**src/rtl/noise_conditioner_pkg.sv**
```systemverilog
// Shared types and constants for the noise conditioner: extractor states,
// default LFSR taps/seed and the pool-count width helper.
package noise_pkg;

    typedef enum logic {
        VN_FIRST  = 1'b0,
        VN_SECOND = 1'b1
    } vn_state_t;

    localparam logic [15:0] DEFAULT_POLY = 16'hB400;
    localparam logic [15:0] DEFAULT_SEED = 16'h0001;

    // Bits needed to hold a count from 0 up to and including width.
    function automatic int count_w(input int width);
        return $clog2(width + 1);
    endfunction

endpackage

```
**src/rtl/noise_conditioner_if.sv**
```systemverilog
// Random-bit delivery bundle between the noise conditioner (master) and its
// consumer (slave): valid/ready handshake plus state and health observability.
interface noise_conditioner_if #(
    parameter int WIDTH = 16
);
    localparam int CW = noise_pkg::count_w(WIDTH);

    logic             rand_ready;
    logic             rand_valid;
    logic             rand_bit;
    logic [WIDTH-1:0] rand_word;
    logic [CW-1:0]    pool_count;
    logic             entropy_ok;

    modport master (
        input  rand_ready,
        output rand_valid, rand_bit, rand_word, pool_count, entropy_ok
    );

    modport slave (
        output rand_ready,
        input  rand_valid, rand_bit, rand_word, pool_count, entropy_ok
    );
endinterface

```
**src/rtl/noise_conditioner_bit_synchronizer.sv**
```systemverilog
// Multi-flop synchroniser that brings an asynchronous level into the clk domain.
module bit_synchronizer #(
    parameter int STAGES = 2
) (
    input  logic clk,
    input  logic rst_n,
    input  logic i_d,
    output logic o_q
);
    logic [STAGES-1:0] r_sync;

    // Shift chain; the last stage is the metastability-settled output.
    always_ff @(posedge clk or negedge rst_n) begin
        if (!rst_n) begin
            r_sync <= {STAGES{1'b0}};
        end else begin
            r_sync <= {r_sync[STAGES-2:0], i_d};
        end
    end

    assign o_q = r_sync[STAGES-1];
endmodule

```
**src/rtl/noise_conditioner.sv**
```systemverilog
// Noise conditioner: synchronise, von Neumann de-bias, mix into a Galois LFSR,
// serve bits via valid/ready. Define NOISE_HEALTH_EN for the stuck-source monitor.
module noise_conditioner
    import noise_pkg::*;
#(
    parameter int               WIDTH       = 16,
    parameter logic [WIDTH-1:0] POLY        = DEFAULT_POLY,
    parameter logic [WIDTH-1:0] SEED        = DEFAULT_SEED,
    parameter int               SYNC_STAGES = 2,
    parameter int               STUCK_LIMIT = 32
) (
    input  logic                clk,
    input  logic                rst,
    input  logic                clkDiv,
    input  logic                noise,
    noise_conditioner_if.master rng
);
    localparam int CW = count_w(WIDTH);

    logic             w_ns;
    vn_state_t        r_state, w_state_next;
    logic             r_a, w_a_next;
    logic             r_vn_valid, w_vn_valid_next;
    logic             r_vn_bit, w_vn_bit_next;
    logic             r_ok;
    logic             w_inject;
    logic [WIDTH-1:0] r_lfsr, w_lfsr_step, w_lfsr_next;
    logic [CW-1:0]    r_pool, w_pool_next;
    logic             w_valid, w_hs;

    bit_synchronizer #(.STAGES(SYNC_STAGES)) u_sync (
        .clk   (clk),
        .rst_n (rst),
        .i_d   (noise),
        .o_q   (w_ns)
    );

    // Von Neumann extractor next-state; only sample-enable cycles advance it.
    always_comb begin
        w_state_next    = r_state;
        w_a_next        = r_a;
        w_vn_valid_next = 1'b0;
        w_vn_bit_next   = r_vn_bit;
        if (clkDiv) begin
            case (r_state)
                VN_FIRST: begin
                    w_a_next     = w_ns;
                    w_state_next = VN_SECOND;
                end
                VN_SECOND: begin
                    if (r_a != w_ns) begin
                        w_vn_valid_next = 1'b1;
                        w_vn_bit_next   = r_a;
                    end else begin
                        w_vn_valid_next = 1'b0;
                    end
                    w_state_next = VN_FIRST;
                end
                default: w_state_next = VN_FIRST;
            endcase
        end else begin
            w_state_next = r_state;
        end
    end

    // Extractor state and its registered one-cycle output strobe.
    always_ff @(posedge clk or negedge rst) begin
        if (!rst) begin
            r_state    <= VN_FIRST;
            r_a        <= 1'b0;
            r_vn_valid <= 1'b0;
            r_vn_bit   <= 1'b0;
        end else begin
            r_state    <= w_state_next;
            r_a        <= w_a_next;
            r_vn_valid <= w_vn_valid_next;
            r_vn_bit   <= w_vn_bit_next;
        end
    end

`ifdef NOISE_HEALTH_EN
    localparam int RW = $clog2(STUCK_LIMIT + 1);
    logic          r_prev;
    logic [RW-1:0] r_rep, w_rep_next;

    // Repetition count saturates at the limit so a long stuck run cannot wrap.
    always_comb begin
        if (w_ns == r_prev) begin
            w_rep_next = (r_rep == RW'(STUCK_LIMIT)) ? r_rep : r_rep + RW'(1);
        end else begin
            w_rep_next = {RW{1'b0}};
        end
    end

    // Health starts bad and only a differing sample can clear it.
    always_ff @(posedge clk or negedge rst) begin
        if (!rst) begin
            r_prev <= 1'b0;
            r_rep  <= {RW{1'b0}};
            r_ok   <= 1'b0;
        end else if (clkDiv) begin
            r_prev <= w_ns;
            r_rep  <= w_rep_next;
            if (w_ns != r_prev) begin
                r_ok <= 1'b1;
            end else if (w_rep_next >= RW'(STUCK_LIMIT)) begin
                r_ok <= 1'b0;
            end
        end
    end

    assign w_inject = r_vn_valid & r_ok;
`else
    // Without the monitor the source is reported healthy once out of reset.
    always_ff @(posedge clk or negedge rst) begin
        if (!rst) begin
            r_ok <= 1'b0;
        end else begin
            r_ok <= 1'b1;
        end
    end

    assign w_inject = r_vn_valid;
`endif

    assign w_valid = (r_pool != {CW{1'b0}});
    assign w_hs    = w_valid & rng.rand_ready;

    // One Galois step, optional top-bit injection, lock-up guard back to SEED.
    always_comb begin
        w_lfsr_step = {1'b0, r_lfsr[WIDTH-1:1]}
                    ^ (r_lfsr[0] ? POLY : {WIDTH{1'b0}})
                    ^ {w_inject & r_vn_bit, {(WIDTH-1){1'b0}}};
        if (w_lfsr_step == {WIDTH{1'b0}}) begin
            w_lfsr_next = SEED;
        end else begin
            w_lfsr_next = w_lfsr_step;
        end
    end

    // Pool accounting: injection and handshake in one cycle cancel out.
    always_comb begin
        case ({w_inject, w_hs})
            2'b10:   w_pool_next = (r_pool == CW'(WIDTH)) ? r_pool : r_pool + CW'(1);
            2'b01:   w_pool_next = r_pool - CW'(1);
            default: w_pool_next = r_pool;
        endcase
    end

    // LFSR and pool state; a coincident injection and handshake is one step.
    always_ff @(posedge clk or negedge rst) begin
        if (!rst) begin
            r_lfsr <= SEED;
            r_pool <= {CW{1'b0}};
        end else begin
            if (w_inject || w_hs) begin
                r_lfsr <= w_lfsr_next;
            end
            r_pool <= w_pool_next;
        end
    end

    assign rng.rand_valid = w_valid;
    assign rng.rand_bit   = r_lfsr[0];
    assign rng.rand_word  = r_lfsr;
    assign rng.pool_count = r_pool;
    assign rng.entropy_ok = r_ok;
endmodule

```
**src/flat_wrapper.sv**
```systemverilog
// flat-port wrapper written by rule: the top's interface ports become plain ports
module noise_conditioner_flat import noise_pkg::*;
#(
    parameter int               WIDTH       = 16,
    parameter logic [WIDTH-1:0] POLY        = DEFAULT_POLY,
    parameter logic [WIDTH-1:0] SEED        = DEFAULT_SEED,
    parameter int               SYNC_STAGES = 2,
    parameter int               STUCK_LIMIT = 32
)
  (clk, rst, clkDiv, noise, rng_rand_ready, rng_rand_valid, rng_rand_bit, rng_rand_word, rng_pool_count, rng_entropy_ok);
  noise_conditioner_if #(.WIDTH(WIDTH)) rng_i ();
  input  logic clk;
  input  logic rst;
  input  logic clkDiv;
  input  logic noise;
  input wire logic [$bits(rng_i.rand_ready)-1:0] rng_rand_ready;
  output wire logic [$bits(rng_i.rand_valid)-1:0] rng_rand_valid;
  output wire logic [$bits(rng_i.rand_bit)-1:0] rng_rand_bit;
  output wire logic [$bits(rng_i.rand_word)-1:0] rng_rand_word;
  output wire logic [$bits(rng_i.pool_count)-1:0] rng_pool_count;
  output wire logic [$bits(rng_i.entropy_ok)-1:0] rng_entropy_ok;
  assign rng_i.rand_ready = rng_rand_ready;
  assign rng_rand_valid = rng_i.rand_valid;
  assign rng_rand_bit = rng_i.rand_bit;
  assign rng_rand_word = rng_i.rand_word;
  assign rng_pool_count = rng_i.pool_count;
  assign rng_entropy_ok = rng_i.entropy_ok;
  noise_conditioner #(.WIDTH(WIDTH), .POLY(POLY), .SEED(SEED), .SYNC_STAGES(SYNC_STAGES), .STUCK_LIMIT(STUCK_LIMIT)) u_core (.clk(clk), .rst(rst), .clkDiv(clkDiv), .noise(noise), .rng(rng_i));
endmodule
```
**config.mk**
```make
export PLATFORM = sky130hd
export DESIGN_NAME = noise_conditioner_flat
export DESIGN_NICKNAME = d
export VERILOG_FILES = /design/src/rtl/noise_conditioner_pkg.sv /design/src/rtl/noise_conditioner_if.sv /design/src/rtl/noise_conditioner_bit_synchronizer.sv /design/src/rtl/noise_conditioner.sv /design/src/flat_wrapper.sv
export SDC_FILE = /design/constraint.sdc
export NUM_CORES = 1
export LEC_CHECK = 0
export CAP_MARGIN = 20
export CORE_AREA = 2 2 42 82
export CTS_BUF_LIST = sky130_fd_sc_hd__clkbuf_4
export DETAILED_ROUTE_END_ITERATION = 8
export DIE_AREA = 0 0 44 84
export PLACE_DENSITY = 0.73
export SYNTH_ARGS = -nofsm -noshare
export SYNTH_HDL_FRONTEND = slang
export SYNTH_SLANG_ARGS = --single-unit
```
**constraint.sdc**
```tcl
create_clock -name clk -period 6.9 [get_ports clk]
set_input_delay 1.38 -clock clk [delete_from_list [all_inputs] [get_ports clk]]
set_output_delay 1.38 -clock clk [all_outputs]
set_load 0.01 [all_outputs]
```
==> flow_metrics.py <==
metrics = {
    "detailed_routing": {
        "top_layer": "met4",
        "wire_per_inst_um": 15.4,
        "first_iter_violations": 18,
        "drc": 0,
        "ant_nets": 0,
        "dr_wl_met2_um": 1310,
        "wl_met1_um": 1000,
        "dr.pass1.iters": 4,
        "wl_um": 2410,
        "vias": 864,
        "met3_length_um": 72,
        "viasPerCell": 5.50,
    },
    "sta": {
        "tns_ns": 0,
        "slew_headroom_pct": 47.0,
        "rsz0062_at_grt": "false",
        "max_freq_mhz": 294,
        "clock_skew_ns": 0.0139,
        "slew_violations": 0,
        "finalHoldViolCount": 0,
        "post-route-min-period_ns": 3.41,
        "setup_viol": 0,
        "holdWs_ns": 0.377,
        "worstMarginPinSlew_ns": 0.795,
        "min_period_over_period_pct": 49.4,
    },
    "finish": {
        "syn2layout_area_growth_pct": 22.5,
        "final_area_um2": 1630,
        "n_antenna_cell": 0,
        "fin_util_pct": 52.2,
        "nets": 133,
        "drive_above_1_share_pct": 20.6,
    },
    "synthesis": {
        "synthTopCellsByArea": "dfrtp_1 (51%), mux2_4 (10%), mux2_2 (7.6%)",
        "synth_cell_type_count": 36,
        "async_flop_share_pct": 100,
        "ys_warn_count": 0,
        "synth_top_cell_area_share_pct": 50.8,
        "syn_inst": 99,
        "yosys_most_used_dff": "dfrtp_1",
        "synth_top_cell_by_area": "dfrtp_1",
        "synth_edf_count": 0,
        "synth_nets": 105,
        "synth-seq-area-share_pct": 52.7,
        "syn_area_per_cell_um2": 13.4,
        "netlist_area_um2": 1330,
        "synth_seq_cells": 28,
    },
    "critical_path": {
        "path_cells": "or4_4 -> nand2b_4 -> clkdlybuf4s50_1",
        "worstSetupPathType": "register to primary output",
        "worstPathRequired_ns": 5.52,
        "worst_setup_path_end_kind": "primary output",
        "crit_cells": 3,
        "r2r_cells": 8,
        "path_max_fanout": 7,
        "crit_buf_inv": 1,
        "crit_family": "simple AND/OR/NAND/NOR gates",
        "slowest_delay_ns": 0.59,
        "start_kind": "register",
        "slowest_stage": "or4_4",
        "cp.arrival_ns": 2.03,
    },
    "placement": {
        "dp_hpwl_um": 1740,
        "place_area_um2": 1600,
        "port_buffers": 28,
        "gp_congestion": 0.903,
    },
    "floorplan": {
        "fp.dieArea_um2": 3700,
        "start_util_pct": 42.7,
        "fp-row-count": 29,
        "die_w_um": 44,
        "io_pins": 29,
        "die_h_um": 84,
        "core-area_um2": 3120,
    },
    "clock_network": {
        "numClockSinks": 28,
        "clkTransAtPathRegs_ns": 0.15,
        "cts_made_buffers": 3,
        "clock_latency_ns": 0.32,
        "cts-hold-fix-buffers": 0,
        "post-cts-setup-buffer-count": 0,
        "ctsHtreeMaxLevel": 1,
        "clockBufferDepth": 2,
        "cts_root_buf": "clkbuf_4",
        "cts_tree": "yes",
        "cts_resized": 0,
    },
    "status": {
        "status": "complete, no violations",
    },
    "power": {
        "powerDensity_nw_per_um2": 488,
        "p_total_uw": 795,
        "ir_drop_uv": 213,
        "leakage_nw": 0.715,
    },
    "hold_path": {
        "hp-class": "register to register",
        "hold_depth": 0,
    },
    "global_route": {
        "grt_max_degree": 29,
        "grt_pass1_vias": 961,
        "grt_usage_pct": 15.3,
        "antenna_found_initial": 0,
        "overflow": 0,
        "grt_pass1_wl_um": 4420,
    },
    "run": {
        "drv_cap": 0,
    },
}
-- cell usage after synthesis (2+ instances only) --
library cell	instances
a22oi_1	2
buf_6	2
dfrtp_1	27
inv_1	3
mux2_2	9
mux2_4	9
nand2_1	2
nand2b_1	2
nand4_1	2
nor4_1	3
o211ai_1	3
o22ai_1	2
xnor2_1	3
xor2_1	8
-- placed cells by master (no fill, tap or decap), types with 2 or more instances in the layout --
master,synthesis,routed
a22oi_1,2,2
clkbuf_4,0,3
clkdlybuf4s50_1,0,28
dfrtp_1,27,27
inv_1,3,3
mux2_2,9,9
mux2_4,9,9
nand2_1,2,2
nand2b_1,2,2
nand4_1,2,2
nor4_1,3,3
o211ai_1,3,3
o22ai_1,2,2
xnor2_1,3,3
xor2_1,8,8
-- per-layer routing --
| layer | track usage (%) | vias to the layer above |
|---|---|---|
| met5 | 0 | - |
| met4 | 6.06 | 0 |
| met3 | 1.52 | 2 |
| met2 | 26.1 | 21 |
| met1 | 19.1 | 432 |
| li1 | - | 409 |
-- area by class of cell --
| type | instances | area, µm² |
|---|---|---|
| inverters | 3 | 11.3 |
| clock inverters | 1 | 3.75 |
| multi-input cells | 62 | 564 |
| flip-flops and latches | 28 | 702 |
| well taps | 31 | 38.8 |
| clock buffers | 3 | 22.5 |
| fillers | 294 | 1490 |
| repair buffers | 29 | 288 |
-- kinds of logic after synthesis --
logic type / synth area share, %
flops: 52.7
compound gates: 6.67
other cells: 0.282
buf+inv: 4.89
fa+ha+maj: 0.940
mux: 18.5
simple gates: 8.74
xor+xnor: 7.24
-- through the flow --
| stage | instances | worst slack (ns) |
|---|---|---|
| after CTS | 157 | 3.48 |
| after global placement | 153 | 3.55 |
| after floorplan | 99 | 4.18 |
| final | 157 | 3.49 |
| after global routing | 157 | 3.41 |
| after detailed placement | 153 | 3.45 |
-- path summary, 6_finish.rpt --
path	startpoint	end	slack, ns
worst max-delay path	u_core.rng.pool_count[3]	rng_rand_valid	3.49
worst min-delay path	u_core.u_sync.r_sync[0]	u_core.u_sync.r_sync[1]	0.38
worst max register to register	u_core.rng.pool_count[3]	u_core.rng.pool_count[4]	4.38
worst min register to register	u_core.u_sync.r_sync[0]	u_core.u_sync.r_sync[1]	0.38
max in group asynchronous	rst	u_core.rng.rand_word[0]	5.18
min in group asynchronous	rst	u_core.rng.rand_word[2]	1.41
-- power breakdown --
group | internal, mW | total [mW] | switching [mW]
Clock | 0.0212 | 0.0671 | 0.0460
Combinational | 0.248 | 0.384 | 0.136
Sequential | 0.243 | 0.345 | 0.102
Total | 0.512 | 0.795 | 0.284
-- registers in the layout, summed over array words and instances (netlist names) --
name                   count
u_core.r_vn_valid          1
u_core.u_sync.r_sync       2
u_core.rng.entropy_ok      1
u_core.r_a                 1
u_core.rng.pool_count      5
u_core.r_vn_bit            1
u_core.rng.rand_word      16
u_core.r_state             1
(Power assumes the default switching activity.)
